`src/rtl/arb_pkg.sv`:
```
// Shared types for the round-robin grant encoder.
// Index width, requester count and FSM state encodings.
package arb_pkg;

    localparam int IDX_W = 3;
    localparam int N_REQ = 8;

    typedef enum logic [1:0] {
        ST_IDLE  = 2'd0,
        ST_GRANT = 2'd1,
        ST_GAP   = 2'd2
    } state_e;

endpackage

```
`src/rtl/rr_pick.sv`:
```
// Combinational round-robin winner select: first set request at or
// after ptr, scanning upward with wrap.
import arb_pkg::*;

module rr_pick (
    input  logic [N_REQ-1:0] req,
    input  logic [IDX_W-1:0] ptr,
    output logic             found,
    output logic [IDX_W-1:0] win
);

    logic [2*N_REQ-1:0] dbl;
    logic [N_REQ-1:0]   rot;
    logic [IDX_W-1:0]   off;

    always_comb begin
        dbl = {req, req};
        // rot[0] is req[ptr], so the lowest set bit is the nearest requester
        rot = dbl[ptr +: N_REQ];
        off = '0;
        for (int i = N_REQ - 1; i >= 0; i--) begin
            if (rot[i]) begin
                off = IDX_W'(i);
            end
        end
        found = |req;
        win   = off + ptr;
    end

endmodule

```
`src/rtl/rr_grant_encoder.sv`:
```
// Round-robin arbiter driving a 3-to-8 decoder's Enable/A/B/C inputs.
// Grants are held until release, requester drop or timeout.
import arb_pkg::*;

module rr_grant_encoder #(
    parameter int MAX_HOLD = 15,
    parameter int HOLD_W   = 4
) (
    input  logic             Clock,
    input  logic             Reset,
    input  logic [N_REQ-1:0] Req,
    input  logic             Release,
    output logic             Enable,
    output logic             A,
    output logic             B,
    output logic             C,
    output logic             Timeout
);

    state_e             state_q, state_d;
    logic [IDX_W-1:0]   ptr_q, ptr_d;
    logic [IDX_W-1:0]   idx_q, idx_d;
    logic [HOLD_W-1:0]  hold_q, hold_d;
    logic               to_q, to_d;

    logic               found;
    logic [IDX_W-1:0]   win;
    logic               rel;
    logic               drop;
    logic               tmo;

    rr_pick u_pick (
        .req   (Req),
        .ptr   (ptr_q),
        .found (found),
        .win   (win)
    );

    always_comb begin
        state_d = state_q;
        ptr_d   = ptr_q;
        idx_d   = idx_q;
        hold_d  = hold_q;
        to_d    = 1'b0;
        rel     = Release;
        drop    = ~Req[idx_q];
        tmo     = (hold_q == HOLD_W'(MAX_HOLD));
        case (state_q)
            ST_IDLE: begin
                if (found) begin
                    idx_d   = win;
                    hold_d  = HOLD_W'(1);
                    state_d = ST_GRANT;
                end
            end
            ST_GRANT: begin
                if (rel || drop || tmo) begin
                    state_d = ST_GAP;
                    ptr_d   = idx_q + 1'b1;
                    // Timeout flags only a revoke the owner did not cause
                    to_d    = ~rel & ~drop;
                end else begin
                    hold_d = hold_q + 1'b1;
                end
            end
            ST_GAP: begin
                state_d = ST_IDLE;
            end
            default: begin
                state_d = ST_IDLE;
            end
        endcase
    end

    always_ff @(posedge Clock) begin
        if (Reset) begin
            state_q <= ST_IDLE;
            ptr_q   <= '0;
            idx_q   <= '0;
            hold_q  <= '0;
            to_q    <= 1'b0;
        end else begin
            state_q <= state_d;
            ptr_q   <= ptr_d;
            idx_q   <= idx_d;
            hold_q  <= hold_d;
            to_q    <= to_d;
        end
    end

    assign Enable    = (state_q == ST_GRANT);
    assign {A, B, C} = idx_q;
    assign Timeout   = to_q;

endmodule

```
`config.mk`:
```
export PLATFORM = sky130hd
export DESIGN_NAME = rr_grant_encoder
export DESIGN_NICKNAME = d
export VERILOG_FILES = /design/src/rtl/arb_pkg.sv /design/src/rtl/rr_pick.sv /design/src/rtl/rr_grant_encoder.sv
export SDC_FILE = /design/constraint.sdc
export NUM_CORES = 1
export LEC_CHECK = 0
export ABC_CLOCK_PERIOD_IN_PS = 2800
export CAP_MARGIN = 20
export CORE_ASPECT_RATIO = 2
export CORE_MARGIN = 2
export CORE_UTILIZATION = 45
export DETAILED_ROUTE_END_ITERATION = 8
export GPL_TIMING_DRIVEN = 0
export HOLD_SLACK_MARGIN = 0.02
export MAX_ROUTING_LAYER = met4
export PLACE_DENSITY = 0.71
export SLEW_MARGIN = 10
export SYNTH_ARGS = -nofsm -noshare
export SYNTH_HDL_FRONTEND = slang
export SYNTH_SLANG_ARGS = --single-unit
```
`constraint.sdc`:
```
create_clock -name Clock -period 2.8 [get_ports Clock]
set_clock_uncertainty 0.2 [all_clocks]
set_input_delay 0.56 -clock Clock [delete_from_list [all_inputs] [get_ports Clock]]
set_output_delay 0.56 -clock Clock [all_outputs]
set_load 0.01 [all_outputs]
```
Word-level counts from Yosys, hierarchy flattened

Index checks and enable logic that the tools add are counted.

Bits in registers: 13
Input bits: 11
Word-level logic and storage cells: 46

Add/subtract/negate cells: 3
Order comparisons: 1
Equality and inequality tests: 5
Shifts and indexed selects: 1
Mux-type cells: 16
Bitwise gates (word level): 5
Reductions and logical operators: 10

Operator list:

| operator            | number |
|---|---|
| $mux 3              | 8 |
| $shiftx 16x4->8     | 1 |
| $mux 4              | 2 |
| $pmux 4 s2          | 1 |
| $reduce_or 8->1     | 1 |
| $reduce_and 2->1    | 3 |
| $add 4x1->4 const B | 1 |
| $eq 4x4->1 const B  | 1 |
| $lt 3x4->1 const B  | 1 |
| $mux 2              | 2 |
| $ne 2x2->1 const B  | 2 |
| $not 1->1           | 4 |
| $pmux 2 s2          | 1 |
| $add 3x1->3 const B | 1 |
| $add 3x3->3         | 1 |
| $bmux 1 s3          | 1 |
| $reduce_and 3->1    | 1 |
| $reduce_or 3->1     | 1 |
| $eq 2x1->1 const B  | 1 |
| $logic_not 2->1     | 1 |
| $logic_or 1x1->1    | 2 |
| $ne 2x1->1 const B  | 1 |
| $reduce_bool 2->1   | 1 |
| $and 1x1->1         | 1 |
| $mux 1              | 1 |

Logic depth before layout (Yosys ltp)

Gate-level depths: netlist (run 1).

Depth in word-level cells: 10
Depth in mapped cells: 13

Hierarchy

Synthesis (run 1) repeated with hierarchy kept, for this count alone.

Cell total of the unflattened synthesis: 128
Area, all modules: 1280.0 um^2

By module, submodules not included:

| module           | instances | cells each | area each (um^2) | seq. area each (um^2) |
|---|---|---|---|---|
| rr_grant_encoder | 1         | 78         | 760.7            | 260.2 |
| rr_pick          | 1         | 50         | 519.2            | 0.0 |

Worst setup path before layout (run 1)

No wires, ideal clock.

Kind: input to register
Start point: input port Req[4]
End point: register idx_q[2]
Library setup time: 0.087 ns
Arrival: 2.710 ns
Required time: 2.513 ns
Setup slack: -0.197 ns
Stages on the path: 12
Buffers on the path: 1
Path through: buf_2 > mux4_2 > mux2i_1 > o2111ai_1 > o211ai_1 > nor3b_1 > ha_1 > inv_1 > fa_1 > a221oi_1 > a2bb2oi_1 > o31ai_1

Longest elaborated chain between the ends: 10
Elaborated cells between the ends (all ways): 12
Those cells by class: 1 x add/sub; 1 x shift; 8 x mux; 2 x reduce/logical

Ends and longest elaborated chain:

| item                 | RTL line               | RTL |
|---|---|---|
| from (decl)          | rr_grant_encoder.sv:11 | `input logic [N_REQ-1:0] Req,` |
| $shiftx 16x4->8      | rr_pick.sv:19          | `rot = dbl[ptr +: N_REQ];` |
| $mux 3 (8 in a row)  | rr_pick.sv:22          | `if (rot[i]) begin` |
| $add 3x3->3          | rr_pick.sv:27          | `win = off + ptr;` |
| to (signal assigned) | rr_grant_encoder.sv:85 | `idx_q <= idx_d;` |
| to (decl)            | rr_grant_encoder.sv:22 | `logic [IDX_W-1:0] idx_q, idx_d;` |

Several ways; a longest one is shown, not always the timed one.
A chain may end at the register's enable or synchronous reset.

Worst setup path in the final report (run 1)

Start point: register ptr_q[0]
End point: register idx_q[2]

Longest elaborated chain between the ends: 10

Ends and longest elaborated chain:

| item                   | RTL line               | RTL |
|---|---|---|
| from (decl)            | rr_grant_encoder.sv:21 | `logic [IDX_W-1:0] ptr_q, ptr_d;` |
| from (signal assigned) | rr_grant_encoder.sv:84 | `ptr_q <= ptr_d;` |
| $shiftx 16x4->8        | rr_pick.sv:19          |  |
| $mux 3 (8 in a row)    | rr_pick.sv:22          |  |
| $add 3x3->3 *          | rr_pick.sv:27          |  |

Every way passes the cells marked *; elsewhere a longest branch is shown, timed or not.

==> metrics.cfg, run 1 <==
[setup_path]
worst_r2r_endpoint=idx_q[2]$_SDFFE_PP0P_
r2r_start=ptr_q[0]$_SDFFE_PP0P_
cp.required_ns=2.76
cp_slowest_cell=mux4_2
critPathKind=flop to flop
arrival_ns=3.00
cp_slowest_stage_delay_ns=0.52
cp_cell_sequence=buf_6, mux4_2, mux2i_2, o2111ai_2, o211ai_1, nor3b_4, ha_2, inv_2, fa_2, a221oi_2, a2bb2oi_2, o31ai_1
critPathLaunchType=flop
r2r_cells=12
critPathLaunch=ptr_q[0]$_SDFFE_PP0P_
worst-path-max-fanout=3
r2r_setup_slack_ns=-0.24
critPathCaptureType=flop

[cts]
cts_buffer_depth=2
clk_pin_slew_worst_paths_ns=0.05
cts_num_sinks=13
numCtsBuffers=3
root_buffer=clkbuf_8
cts_tree=built
clkLatencyLatePin_ns=0.25
cts_max_level=1
cts_hold_buf=0

[timing]
final_hold_viol_count=0
finalCritPeriodShare_pct=109
relSlewSlack_pct=64.8
setup_viol=2
fmax_mhz=329
min_period_ns=3.04
tightest_slew_ns=0.524
layout_setup_ws_ns=-0.240
rsz0062_at_grt=true
final_max_slew_viol_count=0

[place]
place_area_um2=1420
dpl.hpwl_um=2510
port-buffer-count=11
pre_cts_slack_ns=-0.910
place.gp.congestion=0.860

[run_status]
violations=negative setup slack
status=finished, violations left

[finish]
insertedDiodeCount=0
nFillCells=262
finalNetCount=174
area_growth_pct=19.7
drive_gt1_share_pct=24.7
fin_area_um2=1510

[floorplanning]
start_util_pct=46.5
die_w_um=41.4
boundaryPins=16
die_area_um2=3260
core.rowCount=27
die_h_um=78.8
core_area_um2=2700

[power]
ir_drop_v=0.000296
total_power_uw=857
powerDensity_nw_per_um2=570
leakage_uw=0.000548

[logic_synthesis]
yosysSeqAreaShare_pct=20.7
synth_edf_count=0
async_flop_share_pct=0
yosys_most_used_dff=dfxtp_1
yosysTopAreaCell=dfxtp_1
synth_nets=155
yosys.area.top_type_share_pct=20.7
avgSynthCellArea_um2=8.98
synth_area_leaders=dfxtp_1 (21%), mux4_2 (11%), mux2i_1 (9.6%)
ys_ff_latch=13
synth.distinct_cells=43
syn_inst=140
synthesis.area_um2=1260
yosysWarnings=0

[routing]
dr.pass1.iters=4
ant_nets=0
drtIter0Drc=33
num_vias=1250
wl_um=3310
via_per_inst=6.68
drc=0
wl_per_cell_um=17.7

[grt]
grt_use_total_pct=24.5
grt_pass1_vias=1266
grt_pass1_wl_um=5570
grt_start_max_net_pins=11
grt_remaining_overflow=0
antenna_found_initial=0

[min_path]
hold_class=flop to flop
hold_depth=2
min_to=hold_q[3]$_SDFFE_PP0P_
hp-start=hold_q[3]$_SDFFE_PP0P_

[flow_run]
drv_cap=0

## layout by cell type, fill, tap and decap left out, types with 4 or more instances in the layout
cell / n
inv_1: 4
nand3_1: 4
dfxtp_1: 12
clkdlybuf4s50_1: 7
nand2b_1: 5
nor2b_1: 5
a21oi_1: 9
buf_2: 8
nand2_1: 4
nor2_1: 14
mux2i_1: 11
mux4_2: 6
buf_6: 4
## logic make-up (layout without fill, tap and decap cells)
group,after synthesis,in the layout,share of synthesized area (%)
xor+xnor,1,1,0.697
simple gates,45,45,19.0
compound gates,41,41,25.0
mux,21,21,23.3
flops,13,13,20.7
buf+inv,15,33,6.77
fa+ha+maj,4,4,4.58
## routing by layer
layer  vias up  global-route usage (%)  wire length [um]
met5         -                       -                 0
met4         0                    12.6               112
met3        12                    3.07               114
met2        39                    40.0              1840
met1       621                    27.0              1240
li1        578                       -                 -
## area by class of cell
type                            instances  area [um^2]  share of cell area [%]
Buffer                                 10         75.1                    4.99
Multi-Input combinational cell        112          956                    63.5
Clock buffer                            4         45.0                    2.99
Tap cell                               29         36.3                    2.41
Timing Repair Buffer                   14          110                    7.32
Sequential cell                        13          264                    17.5
Inverter                                5         18.8                    1.25
## state kept, by name (all words and copies together), names as in the netlist
name,cells
hold_q,4
Timeout,1
idx_q,3
state_q,2
ptr_q,3
## stage by stage
stage | hold slack [ns] | util [%] | std cells | setup TNS [ns]
final | 0.302 | 55.7 | 187 | -0.303
after global placement | 0.283 | 52.5 | 180 | -1.94
after detailed placement | 0.303 | 52.5 | 180 | -2.33
after CTS | 0.310 | 55.0 | 186 | -0.336
after floorplan | 0.265 | - | 140 | -0.0763
after global routing | 0.350 | 55.7 | 187 | -0.492
## worst max-delay path, delay by kind of cell (launching register included)
kind / cells / cell delay [ns]
AND/OR/NAND/NOR: 1 / 0.27
AO/OA/AOI/OAI: 5 / 0.71
flip-flops: 1 / 0.36
buffers and inverters: 2 / 0.15
multiplexers: 2 / 0.71
adder cells (fa/ha/maj): 2 / 0.56
## how the worst max path moves through the flow
stage | slack (ns) | endpoint | cells after the start
2_1_floorplan | -0.08 | idx_q[2]$_SDFFE_PP0P_ | 12
3_3_place_gp | -0.76 | idx_q[2]$_SDFFE_PP0P_ | 12
3_5_place_dp | -0.91 | idx_q[2]$_SDFFE_PP0P_ | 12
4_1_cts | -0.27 | idx_q[2]$_SDFFE_PP0P_ | 12
5_1_grt | -0.35 | idx_q[2]$_SDFFE_PP0P_ | 12
6_report | -0.24 | idx_q[2]$_SDFFE_PP0P_ | 12
## what timing repair did
action                                  CTS  global route
buffers inserted                          2             0
pin swaps                                 3             2
gates resized for setup                  27             3
endpoints found under the setup margin    3             2
## synthesized netlist by cell type (2+ instances only)
| cell type | number |
|---|---|
| a31oi_1 | 2 |
| buf_6 | 3 |
| nand3_1 | 4 |
| mux2i_1 | 12 |
| a2bb2oi_1 | 2 |
| mux4_2 | 6 |
| o221ai_1 | 3 |
| buf_2 | 5 |
| ha_1 | 3 |
| a311oi_1 | 3 |
| a311o_1 | 2 |
| o2111ai_1 | 2 |
| nand2_1 | 4 |
| nor3_1 | 3 |
| a221oi_1 | 2 |
| a21oi_1 | 9 |
| or3_1 | 2 |
| mux2_2 | 2 |
| nor2_1 | 14 |
| o31ai_1 | 3 |
| clkbuf_1 | 2 |
| dfxtp_1 | 13 |
| and3b_1 | 2 |
| nand2b_1 | 5 |
| a211oi_1 | 3 |
| o211ai_1 | 2 |
| a21o_1 | 3 |
| inv_1 | 5 |
| nor2b_1 | 5 |
## power breakdown
group          total, uW  internal, uW  switching (uW)
clock network        167           101            66.9
logic                450           221             229
registers            240           211            28.7
total                857           533             325
No activity file was read; power rests on OpenSTA's default activity.
==> inputs of run 2 (changes only) <==
- SKIP_CTS_REPAIR_TIMING: default -> 1
==> run 2 against run 1 <==
  * The run still ends with negative setup slack left
  * Die area unchanged
  * Critical path depth unchanged
  * Register-to-register slack got worse by 0.13 ns
  * Count of clock-buffer cells in the layout did not move
  * Maximum frequency decreased by 4.2%
  * Clock power about the same
  * Utilization increased by 0.88 points
  * Via count decreased by 1.8%
  * Critical path type unchanged
==> metrics.cfg, run 2 (synthesis gave the netlist of run 1 again) <==
[setup_path]
worst-path-max-fanout=5  ; was 3
critPathLaunchType=flop  ; unchanged
r2r_cells=12  ; unchanged
critPathKind=flop to flop  ; unchanged
worst_r2r_endpoint=idx_q[2]$_SDFFE_PP0P_  ; unchanged
critPathLaunch=ptr_q[0]$_SDFFE_PP0P_  ; unchanged
critPathCaptureType=flop  ; unchanged
r2r_start=ptr_q[0]$_SDFFE_PP0P_  ; unchanged
r2r_setup_slack_ns=-0.37  ; was -0.24 ns
cp.required_ns=2.76  ; about the same
arrival_ns=3.13  ; was 3.00 ns

[timing]
min_period_ns=3.17  ; was 3.04 ns
setup_viol=2  ; unchanged
timing.hold.ws_ns=0.302  ; about the same
fmax_mhz=315  ; was 329 MHz
layout_setup_ws_ns=-0.374  ; was -0.240 ns
final_max_slew_viol_count=0  ; unchanged
final_hold_viol_count=0  ; unchanged
rsz0062_at_grt=true  ; unchanged
finalCritPeriodShare_pct=113  ; was 109%
tightest_slew_ns=0.510  ; was 0.524 ns
relSlewSlack_pct=65.8  ; was 64.8%

[routing]
num_vias=1228  ; was 1250
ant_nets=0  ; unchanged
via_per_inst=6.53  ; was 6.68
drc=0  ; unchanged
wl_per_cell_um=17.9  ; was 17.7 um
dr.pass1.iters=4  ; unchanged
wl_um=3360  ; was 3310 um
drtIter0Drc=35  ; was 33

[place]
post-place-cells=180  ; unchanged
pre_cts_slack_ns=-0.910  ; unchanged
place_area_um2=1420  ; unchanged
port-buffer-count=11  ; unchanged
place.gp.congestion=0.860  ; unchanged
dpl.hpwl_um=2510  ; unchanged

[finish]
fin_area_um2=1530  ; was 1510 um^2
layout_commonest_cell=nor2_1  ; unchanged
ff_latch_area_um2=264  ; unchanged
nFillCells=255  ; was 262
insertedDiodeCount=0  ; unchanged
drive_gt1_share_pct=25.2  ; was 24.7%
area_growth_pct=21.6  ; was 19.7%
mostFrequentLayoutCells=nor2_1 (14), dfxtp_1 (12), mux2i_1 (11), a21oi_1 (9), clkdlybuf4s50_1 (7)  ; was nor2_1 (14), dfxtp_1 (12), mux2i_1 (11), a21oi_1 (9), buf_2 (8)
regMostFlops=hold_q  ; unchanged
finalNetCount=175  ; was 174
stdcell_count=188  ; was 187
top_regs=hold_q x4, idx_q x3, ptr_q x3  ; unchanged
multi_input_comb_area_um2=961  ; was 956 um^2
largest_register_ffs=4  ; unchanged

[min_path]
min_to=hold_q[3]$_SDFFE_PP0P_  ; unchanged
hp-start=hold_q[3]$_SDFFE_PP0P_  ; unchanged
hold_depth=2  ; unchanged
hold_class=flop to flop  ; unchanged

[power]
ir_drop_v=0.000311  ; was 0.000296 V
leakage_uw=0.000567  ; was 0.000548 uW
powerDensity_nw_per_um2=568  ; was 570 nW/um^2
total_power_uw=868  ; was 857 uW

[floorplanning]
core.rowCount=27  ; unchanged
die_area_um2=3260  ; unchanged
die_w_um=41.4  ; unchanged
core_area_um2=2700  ; unchanged
boundaryPins=16  ; unchanged
die_h_um=78.8  ; unchanged
start_util_pct=46.5  ; unchanged

[grt]
grt_use_met3_pct=3.07  ; unchanged
met1_usage_pct=25.9  ; was 27.0%
antenna_found_initial=0  ; unchanged
grt_pass1_wl_um=5300  ; was 5570 um
grt_start_max_net_pins=11  ; unchanged
grt_pass1_vias=1211  ; was 1266
top_usage_layer=met2  ; unchanged
grt_use_total_pct=23.2  ; was 24.5%
grt_use_met2_pct=37.7  ; was 40.0%
grt_remaining_overflow=0  ; unchanged

[cts]
cts_buffer_depth=2  ; unchanged
clkLatencyLatePin_ns=0.25  ; about the same
cts_max_level=1  ; unchanged
root_buffer=clkbuf_8  ; unchanged
cts_num_sinks=13  ; unchanged
clk_pin_slew_worst_paths_ns=0.06  ; was 0.05 ns
numCtsBuffers=3  ; unchanged
cts_tree=built  ; unchanged

[run_status]
status=finished, violations left  ; unchanged
violations=negative setup slack  ; unchanged

[flow_run]
drv_cap=0  ; unchanged

[run 2: changes by cell type in the layout (fill, tap and decap cells not counted), sizes merged]
cell and change:
buf -4, clkbuf +4, dlymetal6s2s +1
[run 2: worst max-delay path: stages (launching register included)]
cell	delay (ns)
dfxtp_4	0.38
buf_8	0.12
mux4_2	0.52
mux2i_2	0.19
o2111ai_2	0.13
o211ai_1	0.13
nor3b_4	0.28
ha_2	0.22
inv_2	0.04
fa_2	0.34
a221oi_2	0.19
a2bb2oi_2	0.10
o31ai_2	0.24
[run 2: where the power goes]
group | switching (uW) | total (uW) | internal, uW
Combinational | 231 | 458 | 227
Sequential | 30.5 | 242 | 211
Clock | 67.8 | 168 | 101
Total | 329 | 868 | 539
[run 2: area by class of cell]
class | instances | share of cell area [%]
sequential | 13 | 17.3
buffer | 10 | 5.16
timing repair buffer | 15 | 8.18
multi-input combinational | 112 | 62.8
inverter | 5 | 1.23
tap | 29 | 2.37
clock buffer | 4 | 2.95
[run 2: routing by layer]
| layer | routed length, um | up-vias |
|---|---|---|
| met5 | 0 | - |
| met1 | 1230 | 597 |
| met3 | 127 | 11 |
| met2 | 1880 | 39 |
| met4 | 119 | 0 |
| li1 | - | 581 |
[run 2: worst max path at each step]
| stage | endpoint | depth (start not counted) |
|---|---|---|
| after floorplan | idx_q[2]$_SDFFE_PP0P_ | 12 |
| after global placement | idx_q[2]$_SDFFE_PP0P_ | 12 |
| after detailed placement | idx_q[2]$_SDFFE_PP0P_ | 12 |
| after CTS | idx_q[2]$_SDFFE_PP0P_ | 12 |
| after global routing | idx_q[2]$_SDFFE_PP0P_ | 12 |
| final | idx_q[2]$_SDFFE_PP0P_ | 12 |
[run 2: stage by stage]
step	setup TNS, ns	util [%]
2_1_floorplan	-0.0763	-
6_report	-0.507	56.6
5_1_grt	-0.688	56.6
3_3_place_gp	-1.94	52.5
4_1_cts	-1.26	54.1
3_5_place_dp	-2.33	52.5
==> inputs of run 3 (changes only) <==
- PLACE_DENSITY: 0.71 -> 0.7
==> run 3 against run 2 <==
  * The flow still finishes with violations (negative setup slack)
  * Register-to-register slack better by 0.15 ns
  * Sequential power is essentially flat
  * Sequential share of layout area down 0.056 points
  * Critical path type unchanged
  * Critical endpoint unchanged
==> metrics.cfg, run 3 (synthesis gave the netlist of run 1 again) <==
[run_status]
status=finished, violations left  ; unchanged
violations=negative setup slack  ; unchanged

[grt]
grt_remaining_overflow=0  ; unchanged
grt_pass1_vias=1229  ; was 1211
antenna_found_initial=0  ; unchanged
grt_start_max_net_pins=11  ; unchanged
grt_use_total_pct=23.2  ; about the same
grt_pass1_wl_um=5300  ; unchanged

[setup_path]
arrival_ns=2.98  ; was 3.13 ns
cp_cell_sequence=buf_8, mux4_2, mux2i_1, o2111ai_1, o211ai_1, nor3b_4, ha_2, inv_2, fa_2, a221oi_2, a2bb2oi_2, o31ai_1  ; was buf_8, mux4_2, mux2i_2, o2111ai_2, o211ai_1, nor3b_4, ha_2, inv_2, fa_2, a221oi_2, a2bb2oi_2, o31ai_2
cp.required_ns=2.75  ; was 2.76 ns
r2r_cells=12  ; unchanged
worst-path-max-fanout=5  ; unchanged
crit_path_end=idx_q[2]$_SDFFE_PP0P_  ; unchanged
r2r_start=ptr_q[0]$_SDFFE_PP0P_  ; unchanged
cp_slowest_stage_delay_ns=0.51  ; was 0.52 ns
critPathLaunch=ptr_q[0]$_SDFFE_PP0P_  ; unchanged
cp_slowest_cell=mux4_2  ; unchanged
worst_r2r_endpoint=idx_q[2]$_SDFFE_PP0P_  ; unchanged
r2r_setup_slack_ns=-0.22  ; was -0.37 ns
critPathCaptureType=flop  ; unchanged
critPathLaunchType=flop  ; unchanged
path_buf_inv=2  ; unchanged
cp_num_cells=12  ; unchanged
critPathKind=flop to flop  ; unchanged
crit_family=compound AO/OA/AOI/OAI gates  ; unchanged

[finish]
mostFrequentLayoutCells=nor2_1 (14), dfxtp_1 (12), mux2i_1 (12), a21oi_1 (9), clkdlybuf4s50_1 (7)  ; was nor2_1 (14), dfxtp_1 (12), mux2i_1 (11), a21oi_1 (9), clkdlybuf4s50_1 (7)
drive_gt1_share_pct=24.1  ; was 25.2%
stdcell_count=191  ; was 188
multi_input_comb_area_um2=941  ; was 961 um^2
top_regs=hold_q x4, idx_q x3, ptr_q x3  ; unchanged
area_growth_pct=22.0  ; was 21.6%
regMostFlops=hold_q  ; unchanged
largest_register_ffs=4  ; unchanged
finalNetCount=178  ; was 175
layout_commonest_cell=nor2_1  ; unchanged
ff_latch_area_um2=264  ; unchanged
insertedDiodeCount=0  ; unchanged
nFillCells=274  ; was 255

[cts]
clkLatencyLatePin_ns=0.24  ; was 0.25 ns
cts_tree=built  ; unchanged
cts_max_level=1  ; unchanged
cts_buffer_depth=2  ; unchanged
cts_num_sinks=13  ; unchanged
root_buffer=clkbuf_8  ; unchanged
numCtsBuffers=3  ; unchanged
clk_pin_slew_worst_paths_ns=0.05  ; was 0.06 ns

[min_path]
hold_class=flop to flop  ; unchanged

[place]
post-place-cells=180  ; unchanged
port-buffer-count=11  ; unchanged
place.gp.congestion=0.841  ; was 0.860
pre_cts_slack_ns=-0.839  ; was -0.910 ns
dpl.hpwl_um=2650  ; was 2510 um

[timing]
setup_viol=2  ; unchanged
fin_setup_tns_ns=-0.253  ; was -0.507 ns
tightest_slew_ns=0.770  ; was 0.510 ns
final_max_slew_viol_count=0  ; unchanged
layout_setup_ws_ns=-0.223  ; was -0.374 ns
min_period_ns=3.02  ; was 3.17 ns
finalCritPeriodShare_pct=108  ; was 113%
rsz0062_at_grt=true  ; unchanged
relSlewSlack_pct=48.3  ; was 65.8%
timing.hold.ws_ns=0.310  ; was 0.302 ns
fmax_mhz=331  ; was 315 MHz
final_hold_viol_count=0  ; unchanged

[power]
ir_drop_v=0.000214  ; was 0.000311 V
leakage_uw=0.000577  ; was 0.000567 uW
total_power_uw=865  ; was 868 uW
powerDensity_nw_per_um2=564  ; was 568 nW/um^2

[routing]
wl_um=3490  ; was 3360 um
dr.pass1.iters=4  ; unchanged
drtIter0Drc=69  ; was 35
num_vias=1269  ; was 1228
drc=0  ; unchanged
wl_per_cell_um=18.3  ; was 17.9 um
ant_nets=0  ; unchanged
via_per_inst=6.64  ; was 6.53

[floorplanning]
boundaryPins=16  ; unchanged
die_area_um2=3260  ; unchanged
core_area_um2=2700  ; unchanged
die_h_um=78.8  ; unchanged
core.rowCount=27  ; unchanged
start_util_pct=46.5  ; unchanged
die_w_um=41.4  ; unchanged

[flow_run]
drv_cap=0  ; unchanged

[run 3: cell types whose count changed in the layout (fill, tap and decap cells not counted), sizes merged]
cell / change
buf: +2
clkbuf: +1
[run 3: cell type report]
type	count	share of cell area, %
clock buffer	4	2.94
inverter	5	1.22
tap	29	2.37
buffer	10	5.30
sequential	13	17.2
multi-input combinational	112	61.3
timing repair buffer	18	9.62
[run 3: per-stage QoR]
step | instance area (um^2) | util (%)
after floorplan | 1270 | -
after global placement | 1420 | 52.5
after detailed placement | 1420 | 52.5
after CTS | 1460 | 54.1
after global routing | 1530 | 56.8
final | 1530 | 56.8
[run 3: metal layers]
metal,vias up,track usage [%],wire (um)
met3,23,2.79,109
met1,612,21.9,1180
met2,48,40.8,2000
met4,0,12.9,199
li1,586,-,-
met5,-,-,0
[run 3: tightest hold or removal path, delay by kind of cell (launching register included)]
family	cells	cell delay, ns
compound gates	2	0.14
flops	1	0.32
[run 3: where the power goes]
group          switching (uW)  internal (uW)
clock                    64.1            100
sequential               30.5            211
combinational             227            232
[run 3: worst min-delay path by stage]
stage | startpoint | to | cells past startpoint | slack, ns
floorplan | hold_q[3]$_SDFFE_PP0P_ | hold_q[3]$_SDFFE_PP0P_ | 2 | 0.26
global placement | hold_q[3]$_SDFFE_PP0P_ | hold_q[3]$_SDFFE_PP0P_ | 2 | 0.28
detailed placement | hold_q[3]$_SDFFE_PP0P_ | hold_q[3]$_SDFFE_PP0P_ | 2 | 0.30
CTS | hold_q[3]$_SDFFE_PP0P_ | hold_q[3]$_SDFFE_PP0P_ | 2 | 0.31
global route | hold_q[0]$_SDFFE_PP0P_ | hold_q[0]$_SDFFE_PP0P_ | 1 | 0.36
finish | hold_q[3]$_SDFFE_PP0P_ | hold_q[3]$_SDFFE_PP0P_ | 2 | 0.31
